<file path="config.mk">
export PLATFORM = sky130hd
export DESIGN_NAME = mpc_sequencer_flat
export DESIGN_NICKNAME = d
export VERILOG_FILES = /design/src/rtl/mpc_sequencer_if.sv /design/src/rtl/mpc_sequencer.sv /design/src/flat_wrapper.sv
export SDC_FILE = /design/constraint.sdc
export NUM_CORES = 1
export LEC_CHECK = 0
export BUFFER_PORTS_ARGS = -buffer_cell sky130_fd_sc_hd__buf_2
export CAP_MARGIN = 10
export CORE_UTILIZATION = 45
export CTS_CLUSTER_DIAMETER = 50
export DETAILED_ROUTE_END_ITERATION = 10
export PLACE_DENSITY_LB_ADDON = 0.2
export SKIP_LAST_GASP = 1
export SYNTH_ARGS = -nofsm -noshare
export SYNTH_HDL_FRONTEND = slang
export SYNTH_SLANG_ARGS = --single-unit
export TNS_END_PERCENT = 10
</file>
<file path="constraint.sdc">
create_clock -name clk -period 3.3 [get_ports clk]
set_input_delay 0.33 -clock clk [delete_from_list [all_inputs] [get_ports clk]]
set_output_delay 0.33 -clock clk [all_outputs]
set_load 0.01 [all_outputs]
</file>
<file path="src/rtl/mpc_sequencer_if.sv">
// Handshake bundle between the IR/flags/memory side and the micro-program sequencer.
// valid/ready: no handshake here; every input is sampled each rising edge, and mem_wait is the only back-pressure.
interface mpc_sequencer_if #(
   parameter int OP_W = 6
);
   logic            run;
   logic            resume;
   logic            mem_wait;
   logic [OP_W-1:0] opcode;
   logic [15:0]     next_addr;
   logic            br_en;
   logic            zf;
   logic [15:0]     mpc_out;
   logic [1:0]      state;
   logic            halt;
   logic            illegal;
   logic [15:0]     instr_count;

   modport master (
      output run, resume, mem_wait, opcode, next_addr, br_en, zf,
      input  mpc_out, state, halt, illegal, instr_count
   );

   modport slave (
      input  run, resume, mem_wait, opcode, next_addr, br_en, zf,
      output mpc_out, state, halt, illegal, instr_count
   );
endinterface

</file>
<file path="src/rtl/mpc_sequencer.sv">
// Micro-program sequencer: owns the registered MPC, decodes opcodes into routine addresses,
// handles stalls, HLT and illegal-opcode traps, and counts decoded instructions.
module mpc_sequencer #(
   parameter logic [15:0] FETCH_ADDR  = 16'h0000,
   parameter logic [15:0] DECODE_ADDR = 16'h0001,
   parameter logic [15:0] MAP_BASE    = 16'h0400,
   parameter logic [15:0] HLT_ADDR    = 16'h07E0,
   parameter int          OP_W        = 6
) (
   input logic               clk,
   input logic               rst,
   mpc_sequencer_if.slave    bus
);

   typedef enum logic [1:0] {
      ST_IDLE = 2'b00,
      ST_RUN  = 2'b01,
      ST_HALT = 2'b10
   } state_t;

   localparam logic [OP_W-1:0] OP_ILLEGAL = '1;

   state_t      r_state;
   logic [15:0] r_mpc;
   logic [15:0] r_count;
   logic        r_halt;
   logic        r_illegal;

   logic        w_at_decode;
   logic        w_op_illegal;
   logic [15:0] w_map_addr;

   assign w_at_decode  = (r_mpc == DECODE_ADDR);
   assign w_op_illegal = (bus.opcode == OP_ILLEGAL);
   // Each execute routine owns a 16-word slot above MAP_BASE.
   assign w_map_addr   = MAP_BASE + 16'({bus.opcode, 4'b0000});

   always_ff @(posedge clk) begin
      if (rst) begin
         r_state   <= ST_IDLE;
         r_mpc     <= FETCH_ADDR;
         r_count   <= 16'h0000;
         r_halt    <= 1'b0;
         r_illegal <= 1'b0;
      end else begin
         r_illegal <= 1'b0;
         case (r_state)
            ST_IDLE: begin
               r_mpc <= FETCH_ADDR;
               if (bus.run) r_state <= ST_RUN;
            end
            ST_RUN: begin
               // A stall outranks everything, including a pending decode.
               if (bus.mem_wait) begin
                  r_mpc <= r_mpc;
               end else if (r_mpc == HLT_ADDR) begin
                  r_state <= ST_HALT;
                  r_halt  <= 1'b1;
               end else if (w_at_decode && w_op_illegal) begin
                  r_illegal <= 1'b1;
                  r_mpc     <= FETCH_ADDR;
               end else if (w_at_decode) begin
                  r_mpc   <= w_map_addr;
                  r_count <= r_count + 16'h0001;
               end else if (bus.br_en) begin
                  r_mpc <= bus.zf ? bus.next_addr : FETCH_ADDR;
               end else begin
                  r_mpc <= bus.next_addr;
               end
            end
            ST_HALT: begin
               r_mpc <= HLT_ADDR;
               if (bus.resume) begin
                  r_state <= ST_RUN;
                  r_halt  <= 1'b0;
                  r_mpc   <= FETCH_ADDR;
               end
            end
            default: begin
               r_state <= ST_IDLE;
               r_mpc   <= FETCH_ADDR;
               r_halt  <= 1'b0;
            end
         endcase
      end
   end

   assign bus.mpc_out     = r_mpc;
   assign bus.state       = r_state;
   assign bus.halt        = r_halt;
   assign bus.illegal     = r_illegal;
   assign bus.instr_count = r_count;

endmodule

</file>
<file path="src/flat_wrapper.sv">
// flat-port wrapper written by rule: the top's interface ports become plain ports
module mpc_sequencer_flat 
#(
   parameter logic [15:0] FETCH_ADDR  = 16'h0000,
   parameter logic [15:0] DECODE_ADDR = 16'h0001,
   parameter logic [15:0] MAP_BASE    = 16'h0400,
   parameter logic [15:0] HLT_ADDR    = 16'h07E0,
   parameter int          OP_W        = 6
)
  (clk, rst, bus_run, bus_resume, bus_mem_wait, bus_opcode, bus_next_addr, bus_br_en, bus_zf, bus_mpc_out, bus_state, bus_halt, bus_illegal, bus_instr_count);
  mpc_sequencer_if #(.OP_W(OP_W)) bus_i ();
  input logic clk;
  input logic rst;
  input wire logic [$bits(bus_i.run)-1:0] bus_run;
  input wire logic [$bits(bus_i.resume)-1:0] bus_resume;
  input wire logic [$bits(bus_i.mem_wait)-1:0] bus_mem_wait;
  input wire logic [$bits(bus_i.opcode)-1:0] bus_opcode;
  input wire logic [$bits(bus_i.next_addr)-1:0] bus_next_addr;
  input wire logic [$bits(bus_i.br_en)-1:0] bus_br_en;
  input wire logic [$bits(bus_i.zf)-1:0] bus_zf;
  output wire logic [$bits(bus_i.mpc_out)-1:0] bus_mpc_out;
  output wire logic [$bits(bus_i.state)-1:0] bus_state;
  output wire logic [$bits(bus_i.halt)-1:0] bus_halt;
  output wire logic [$bits(bus_i.illegal)-1:0] bus_illegal;
  output wire logic [$bits(bus_i.instr_count)-1:0] bus_instr_count;
  assign bus_i.run = bus_run;
  assign bus_i.resume = bus_resume;
  assign bus_i.mem_wait = bus_mem_wait;
  assign bus_i.opcode = bus_opcode;
  assign bus_i.next_addr = bus_next_addr;
  assign bus_i.br_en = bus_br_en;
  assign bus_i.zf = bus_zf;
  assign bus_mpc_out = bus_i.mpc_out;
  assign bus_state = bus_i.state;
  assign bus_halt = bus_i.halt;
  assign bus_illegal = bus_i.illegal;
  assign bus_instr_count = bus_i.instr_count;
  mpc_sequencer #(.FETCH_ADDR(FETCH_ADDR), .DECODE_ADDR(DECODE_ADDR), .MAP_BASE(MAP_BASE), .HLT_ADDR(HLT_ADDR), .OP_W(OP_W)) u_core (.clk(clk), .rst(rst), .bus(bus_i));
endmodule
</file>
======== After elaboration in Yosys (flattened, before gate mapping) ========
Index checks and enable logic that the tools add are counted.
word-level totals
  input port bits ......................... 29
  word-level logic and storage cells ...... 47
  output and inout bits ................... 36
  flip-flop bits (word level) ............. 36
operators by class
  $add $sub $neg .......................... 2
  reductions and logical operators ........ 7
  bitwise gates (word level) .............. 5
  multiplexer cells ....................... 18
  eq/ne operators ......................... 10
operators by type and width
  cell                                                                      count
  16-bit 2-to-1 mux                                                         6
  16-bit case mux with 2 select lines                                       1
  16-bit by 1-bit adder with 16-bit output (second input constant)          1
  16-bit by 1-bit equality test with 1-bit output (second input constant)   1
  16-bit by 11-bit equality test with 1-bit output (second input constant)  1
  11-bit by 10-bit adder with 12-bit output (first input constant)          1
  11-bit 2-to-1 mux                                                         1
  2-bit 2-to-1 mux                                                          4
  2-bit != test (second input constant)                                     4
  4-bit AND reduction                                                       2
  6-bit equality test (second input constant)                               1
  2-bit case mux with 3 select lines                                        1
  1-bit NOT                                                                 5
  5-bit AND reduction                                                       1
  1-bit 2-to-1 mux                                                          4
  4-bit OR reduction                                                        1
  1-bit case mux with 3 select lines                                        1
  2-bit by 1-bit equality test with 1-bit output (second input constant)    1
  2-bit equality test (second input constant)                               1
  2-bit logical NOT                                                         1
  2-bit by 1-bit != test with 1-bit output (second input constant)          1
  2-bit AND reduction                                                       1
  1-bit logical AND                                                         1

======== Depth between registers and ports, before layout ========
Gate-level depths: netlist (run 1).
  depth after elaboration ................. 7
  depth in mapped cells ................... 7
  gate-level depth less buffers ........... 7

======== Worst setup path before layout (run 1) ========
OpenSTA, ideal clock, no wires.
  path type ............................... register to register
  start point ............................. register u_core.r_state[1] (netlist: u_core.bus.state[1])
  end point ............................... register u_core.r_count[6] (netlist: u_core.bus.instr_count[6])
  arrival ................................. 2.009 ns
  setup time .............................. 0.070 ns
  required time ........................... 3.230 ns
  buffers on the path ..................... 1
  stages on the path, launching flop included .. 8
  clock period less this slack ............ 2.079 ns
  slack ................................... 1.221 ns
  cells stage by stage .................... dfxtp_1 -> inv_1 -> ha_1 -> o21ai_0 -> or4_1 -> clkbuf_1 -> or4_1 -> a21oi_1
on the way
  word-level cells in the longest chain between the ends .. 2
RTL lines
  what                                            RTL line             RTL
  start: declaration                              mpc_sequencer.sv:23  state_t r_state;
  start signal: assignment                        mpc_sequencer.sv:40  r_state <= ST_IDLE;
  start signal: assignment                        mpc_sequencer.sv:50  if (bus.run) r_state <= ST_RUN;
  start signal: assignment                        mpc_sequencer.sv:57  r_state <= ST_HALT;
  2-bit by 1-bit equality test with 1-bit output  mpc_sequencer.sv:47  case (r_state)
  5-bit AND reduction (no line)                   n/a
  end signal: assignment                          mpc_sequencer.sv:64  r_count <= r_count + 16'h0001;
  end: declaration                                mpc_sequencer.sv:25  logic [15:0] r_count;
Every way passes these cells.
A chain may end at the register's enable or synchronous reset.

======== Worst setup path after layout (run 1) ========
Ends and elaborated chain as after synthesis.

==> metrics.txt, run 1 <==
status completed; Hold Crit Class input pin to flip-flop; Hold Path Cell Cnt 2; routed vias/inst 5.590; switching share of total power 0.2662; DP Worst Slack 969.4 ps; setup TNS 0 ps; CP most frequent cell or4_1; Yosys cell types 41; Flop pwr share 0.370; Post-DP HPWL 3366 um; Non-Filler Instances 332; Yosys top cell area share 0.3961; Clock Sinks 36; DRC 0; WHS 243.2 ps; initial DRC count 139; worst-margin pin slew 948.0 ps; count leader, synth dfxtp_1; Initial Util 0.4824; r2r startpoint u_core.bus.state[1]; fin crit period 2350 ps; Hold Crit Start bus_next_addr[12]; Clk pwr share 0.436; clk buf depth 2; routability congestion estimate 0.8292; row count 22; I/O Buffers 64; Synth Net Count 254; FF+latch count, synth 36; Mapped Area 1819 um2; largest net degree at the start of global routing 29; Cells after DPL 324; share of cells above drive strength 1 0.2887; Routed Antenna Nets 0; Overflow after GRT 0; busiest layer in global routing met2; logic gate share of total power 0.193; DR vias 1856; Seq/Total Area, Yosys 0.3961; Tot Pwr 1.244 mW; Inserted Diodes 0; Net Switching 331.0 uW; final-report hold violation count 0; CP Data Required Time 3520 ps; Cell Chain, Critical Path inv_1 -> ha_1 -> o21ai_0 -> buf_4 -> or4_1 -> or4_1 -> a21oi_1; RSZ-0062 raised after global routing no; Final Max Slew Viols 0; Pwr Density 530.6 nW/um2; CP Class flip-flop to flip-flop; die area 4301 um2; synth top area cells dfxtp_1 40%, nand2_1 4.5%, nor4_1 4.1%; setup ws final 950.5 ps; fin area 2344 um2; CP peak stage delay 530 ps; Num CTS Buffers 5; Worst IR Drop VDD 0.2820 mV; first-pass GRT wire length 7417 um; Max FO, Critical Path 13; Core Box Area 3771 um2; Int Power 912.5 uW; max frequency 425.6 MHz; post_cts resized 0; CP arrival 2570 ps; period utilization 0.7120; max_slew headroom 0.3622; EDFF count, synth 0; global-route track usage on met1 0.2976; post-DR wirelength/cell 13.88 um; met3 Usage GRT 0.04861; R2R cell count 7; Async SR Flop Fraction 0; CTS Hold Bufs 0; area growth from synthesis to layout 28.82%; Max Cap Viol 0; leading area contributor after synthesis dfxtp_1; Worst-Skew Late Latency 290 ps; CTS tree yes; Leak 1.012 nW; Avg Inst Size Synth 8.269 um2; Post-Route WL 4609 um; yosys warns 0; IO Pins 65; GR Util met2 0.3454; predominant post-synthesis flop cell dfxtp_1; placed cell areas 2185 um2; H-tree depth 2; CP endpoint kind flip-flop; clock slew at reported path FFs 80 ps; die extent in y 65.58 um; CP max stage cell or4_1; Clock Skew 5.506 ps; Startpoint Class flip-flop; top cells by count, synth 36 x dfxtp_1, 22 x nand2_1, 18 x nor2_1, 12 x nor4_1, 12 x o21ai_0; DRT Pass-1 Iters 4; Die Width 65.58 um; clock root buffer clkbuf_8; antenna violations before repair 0; # Post-CTS Setup Buffers 0; fin util 0.6214; Final Setup Violations 0; crit path from u_core.bus.state[1]; gr usage total 0.2258; Mapped Cells 220; nets 317; vias in the first global route 1631
## cells by family after synthesis
family,Yosys count,synth area share
AOI/OAI and AO/OA,51,0.1836
xor gates and xnor gates,6,0.02889
adders and majority gates,5,0.03439
buffers and inverters,23,0.04952
DFF,36,0.3961
muxes,2,0.01169
and+or+nand+nor,97,0.2957
## layer usage
metal | vias to the layer above | share of wire
li1 | 929 | -
met1 | 849 | 0.45
met2 | 70 | 0.46
met3 | 8 | 0.069
met4 | 0 | 0.020
met5 | - | 0
## final timing paths
| kind | endpoint | slack (ps) |
|---|---|---|
| setup / recovery | u_core.bus.instr_count[6] | 950 |
| hold / removal | u_core.bus.mpc_out[12] | 240 |
| setup reg to reg | u_core.bus.instr_count[6] | 950 |
| hold reg to reg | u_core.bus.mpc_out[13] | 490 |
## placed cells by master (no fill, tap or decap), drive strengths merged, types with 4 or more instances in the layout
master / Yosys / final
o211ai: 7 / 7
inv: 10 / 10
nand4: 5 / 5
a22o: 7 / 7
ha: 5 / 5
a31oi: 6 / 6
o21ai: 12 / 12
nor4: 12 / 12
buf: 2 / 69
nor2: 18 / 18
nand2b: 4 / 4
xnor2: 5 / 5
nor2b: 5 / 5
nand2: 22 / 22
or4: 8 / 8
a21oi: 10 / 10
dfxtp: 36 / 36
clkbuf: 11 / 5
nand3: 6 / 6
## area by class of cell
cell class	instances	area, um2
Fill cell	347	1428
Multi-Input combinational cell	161	1008
Timing Repair Buffer	69	357.8
Inverter	10	37.54
Sequential cell	36	720.7
Tap cell	48	60.06
Clock inverter	3	90.09
Clock buffer	5	68.82
## power groups by stage
stage	Combinational, mW	Sequential [mW]	Clock, mW
after global placement	0.235	0.470	0
after global routing	0.270	0.463	0.571
after floorplan	0.159	0.475	0
after CTS	0.240	0.461	0.550
after detailed placement	0.238	0.471	0
final	0.241	0.461	0.542
## registers in the layout, indices dropped and copies added (netlist names)
name                    count
u_core.bus.instr_count     16
u_core.bus.mpc_out         16
u_core.bus.state            2
u_core.bus.halt             1
u_core.bus.illegal          1
## critical path: cells and delay by family (launching register included)
kind / cells / cell delay, ps
AOI/OAI and AO/OA: 2 / 280
adders and majority gates: 1 / 300
DFF: 1 / 350
buffers and inverters: 2 / 280
and+or+nand+nor: 2 / 1060
Power figures use the tool's default switching activity.
==> run 2, diff against run 1 <==
--- a/config.mk
+++ b/config.mk
@@ -7,7 +7,7 @@
 export LEC_CHECK = 0
 export BUFFER_PORTS_ARGS = -buffer_cell sky130_fd_sc_hd__buf_2
 export CAP_MARGIN = 10
-export CORE_UTILIZATION = 45
+export CORE_UTILIZATION = 44
 export CTS_CLUSTER_DIAMETER = 50
 export DETAILED_ROUTE_END_ITERATION = 10
 export PLACE_DENSITY_LB_ADDON = 0.2
==> constraint.sdc (replaced) <==
create_clock -name clk -period 1.9 [get_ports clk]
set_input_delay 0.19 -clock clk [delete_from_list [all_inputs] [get_ports clk]]
set_output_delay 0.19 -clock clk [all_outputs]
set_load 0.01 [all_outputs]
==> metrics.txt, run 2 (synthesized netlist as in run 1, its figures left out) <==
status finished with violations; failing checks negative setup slack; crit path from u_core.bus.mpc_out[12]; row count 23; DRT Pass-1 Iters 4; routed vias/inst 5.396; Tot Pwr 1.883 mW; Final Max Slew Viols 0; setup TNS -630.8 ps; Routed Antenna Nets 0; RSZ-0062 raised after global routing yes; Hold Crit Start bus_next_addr[2]; setup ws final -123.0 ps; share of cells above drive strength 1 0.4018; DP Worst Slack -288.0 ps; H-tree depth 2; post-DR wirelength/cell 12.67 um; Num CTS Buffers 5; CP arrival 2260 ps; Inserted Diodes 0; first-pass GRT wire length 7762 um; Clock Skew 6.583 ps; CTS Hold Bufs 0; commonest cells after routing, fill and taps aside 64 x buf_2, 46 x buf_4, 34 x dfxtp_1; fin crit period 2023 ps; Final Setup Violations 6; clk buf depth 2; final-report hold violation count 0; Non-Filler Instances 376; Core Box Area 3971 um2; clock slew at reported path FFs 70 ps; Post-Route WL 4763 um; IO Pins 65; Worst IR Drop VDD 0.3665 mV; Max FO, Critical Path 8; Leak 1.217 nW; Startpoint Class flip-flop; worst path buffer plus inverter count 1; Worst-Skew Late Latency 290 ps; worst-margin pin slew 394.2 ps; Die Width 66.30 um; Overflow after GRT 0; period utilization 1.065; CP endpoint kind flip-flop; I/O Buffers 64; max frequency 494.3 MHz; Cells after DPL 366; DR vias 2029; commonest non-fill, non-tap cell in the layout buf_2; r2r startpoint u_core.bus.mpc_out[12]; CP Class flip-flop to flip-flop; CP Data Required Time 2130 ps; Post-DP HPWL 3667 um; cell family with most CP delay simple AND/OR/NAND/NOR gates; Clock Sinks 36; Pwr Density 714.4 nW/um2; max_slew headroom 0.7348; DRC 0; vias in the first global route 1804; Max Cap Viol 0; CTS tree yes; clock root buffer clkbuf_8; area growth from synthesis to layout 44.84%; Hold Crit Class input pin to flip-flop; Cell Chain, Critical Path nor4_4 -> nand3_2 -> buf_6 -> or4b_4 -> or4_1 -> nand2_1; CP peak stage delay 580 ps; die area 4396 um2; CP max stage cell or4b_4; WHS 118.5 ps; largest net degree at the start of global routing 25; Initial Util 0.4581; die extent in y 66.30 um; gr usage total 0.2324; initial DRC count 59; nets 359; routability congestion estimate 0.8166; antenna violations before repair 0
-- run 2: cell count changes in the layout (fill, tap and decap cells not counted), sizes merged --
cell    change
buf        +42
bufinv      -3
clkbuf      +3
-- run 2: worst register-to-register path: cells and delay by family, from the launching register on --
kind	cells	cell delay, ps
simple gates	5	1490
flops	1	330
buf+inv	1	150
-- run 2: worst paths after layout --
kind                                     end  slack (ps)  cells past startpoint
setup / recovery   u_core.bus.instr_count[9]        -120                      6
hold / removal         u_core.bus.mpc_out[2]         120                      2
hold reg to reg   u_core.bus.instr_count[15]         490                      2
setup reg to reg   u_core.bus.instr_count[9]        -120                      6
-- run 2: layout make-up --
class | count | area [um2]
clock buffer | 8 | 90.09
fill | 358 | 1336
inverter | 10 | 37.54
multi-input combinational | 161 | 1045
sequential | 36 | 723.2
tap | 50 | 62.56
timing repair buffer | 111 | 676.9
-- run 2: repair_timing --
action / in CTS / in global routing
gates resized for setup: 5 / 4
setup endpoints to repair: 16 / 30
buffers inserted: 0 / 2
pin swaps: 1 / 3
-- run 2: metal layers --
layer | global-route usage | wire length (um) | up-vias
li1 | - | - | 1019
met1 | 0.2737 | 2136 | 947
met2 | 0.4043 | 2304 | 56
met3 | 0.05690 | 256 | 7
met4 | 0.08511 | 65 | 0
met5 | 0 | 0 | -
-- run 2: where the power goes --
part | switching [mW] | internal, mW
combinational | 0.303 | 0.236
clock | 0.256 | 0.295
sequential | 0.0143 | 0.778
total | 0.573 | 1.31
-- run 2: metrics by stage --
stage,utilization,instance area (um2)
after floorplan,-,1841
after global placement,0.6276,2492
after detailed placement,0.6276,2492
after CTS,0.6572,2610
after global routing,0.6635,2635
final,0.6635,2635
==> run 3, diff against run 2 <==
--- a/config.mk
+++ b/config.mk
@@ -7,7 +7,7 @@
 export LEC_CHECK = 0
 export BUFFER_PORTS_ARGS = -buffer_cell sky130_fd_sc_hd__buf_2
 export CAP_MARGIN = 10
-export CORE_UTILIZATION = 44
+export CORE_UTILIZATION = 42
 export CTS_CLUSTER_DIAMETER = 50
 export DETAILED_ROUTE_END_ITERATION = 10
 export PLACE_DENSITY_LB_ADDON = 0.2
==> metrics.txt, run 3 (synthesized netlist as in run 1, its figures left out) <==
Seq. cell area 723.2 um2; DP Worst Slack -223.0 ps; DRC 0; Hold Crit Class input pin to flip-flop; worst-margin pin slew 457.2 ps; Max FO, Critical Path 5; setup TNS -624.6 ps; Clock Sinks 36; H-tree depth 2; max frequency 494.9 MHz; Net Switching 605.8 uW; clock root buffer clkbuf_8; initial DRC count 74; largest net degree at the start of global routing 28; die extent in y 67.82 um; Cells after DPL 362; Tot Pwr 2.030 mW; CP arrival 2240 ps; commonest non-fill, non-tap cell in the layout buf_2; CP Class flip-flop to flip-flop; nets 353; failing checks negative setup slack; IO Pins 65; Final Setup Violations 16; Int Power 1.424 mW; CP max stage cell or4_4; setup ws final -120.5 ps; routability congestion estimate 0.8149; area growth from synthesis to layout 45.60%; Routed Antenna Nets 0; max_slew headroom 0.6932; Cell Chain, Critical Path nor4_4 -> nand3_2 -> or4_4 -> or4b_1 -> a21oi_1; Pwr Density 766.4 nW/um2; post-DR wirelength/cell 13.36 um; CTS Hold Bufs 0; Die Width 67.82 um; Post-Route WL 4943 um; clock slew at reported path FFs 70 ps; multi-input logic area 1090 um2; gr usage total 0.2225; Post-DP HPWL 3705 um; logic gate share of total power 0.287; final-report hold violation count 0; fin area 2649 um2; share of cells above drive strength 1 0.4000; routed vias/inst 5.357; period utilization 1.063; fin util 0.6482; Num CTS Buffers 5; layout filler cell count 350; antenna violations before repair 0; RSZ-0062 raised after global routing yes; Clk pwr share 0.321; DR vias 1982; die area 4599 um2; clk buf depth 2; CTS tree yes; Overflow after GRT 0; Worst IR Drop VDD 0.3414 mV; first-pass GRT wire length 7686 um; I/O Buffers 64; placed cell areas 2462 um2; row count 23; Final Max Slew Viols 0; Initial Util 0.4452; Leak 1.196 nW; Non-Filler Instances 370; status finished with violations; DRT Pass-1 Iters 4; vias in the first global route 1757; Inserted Diodes 0; Startpoint Class flip-flop; Worst-Skew Late Latency 290 ps; Flop pwr share 0.392; CP Data Required Time 2120 ps; CP endpoint kind flip-flop; Max Cap Viol 0; fin crit period 2021 ps; Core Box Area 4086 um2; Clock Skew 11.26 ps; commonest cells after routing, fill and taps aside 64 x buf_2, 41 x buf_4, 34 x dfxtp_1; CP peak stage delay 590 ps; WHS 104.7 ps; switching share of total power 0.2984
-- run 3: area by class of cell --
cell class | instances | area share
clock buffer | 6 | 0.02740
clock inverter | 2 | 0.01323
tap | 50 | 0.02362
multi-input combinational | 161 | 0.4114
inverter | 10 | 0.01417
sequential | 36 | 0.2730
timing repair buffer | 105 | 0.2371
-- run 3: path summary, 6_finish.rpt --
check             slack (ps)                        from  depth (start not counted)                          to
setup / recovery        -120      u_core.bus.mpc_out[12]                          5   u_core.bus.instr_count[4]
hold reg to reg          490  u_core.bus.instr_count[15]                          2  u_core.bus.instr_count[15]
hold / removal           100            bus_next_addr[2]                          2       u_core.bus.mpc_out[2]
setup reg to reg        -120      u_core.bus.mpc_out[12]                          5   u_core.bus.instr_count[4]
-- run 3: routing by layer --
metal,GRT usage,wire [um]
met1,0.2587,2198
met2,0.3973,2417
met3,0.04333,268
met4,0.08854,58
met5,0,0
-- run 3: power groups by stage --
| stage | Clock (mW) | Sequential, mW | Combinational, mW |
|---|---|---|---|
| final | 0.651 | 0.797 | 0.582 |
| after global routing | 0.690 | 0.801 | 0.643 |
| after CTS | 0.660 | 0.796 | 0.561 |
| after detailed placement | 0 | 0.813 | 0.540 |
| after global placement | 0 | 0.812 | 0.537 |
| after floorplan | 0 | 0.826 | 0.286 |
-- run 3: timing repair --
item	CTS	global route
gates cloned	0	0
resized for setup	7	8
endpoints found under the setup margin	28	32
hold endpoints to repair	0	0
pin swaps	4	3
setup buffers	0	0
-- run 3: worst max-delay path, delay by kind of cell, from the launching register on --
kind               cells  cell delay [ps]
AOI/OAI and AO/OA      1              120
DFF                    1              340
and+or+nand+nor        4             1490
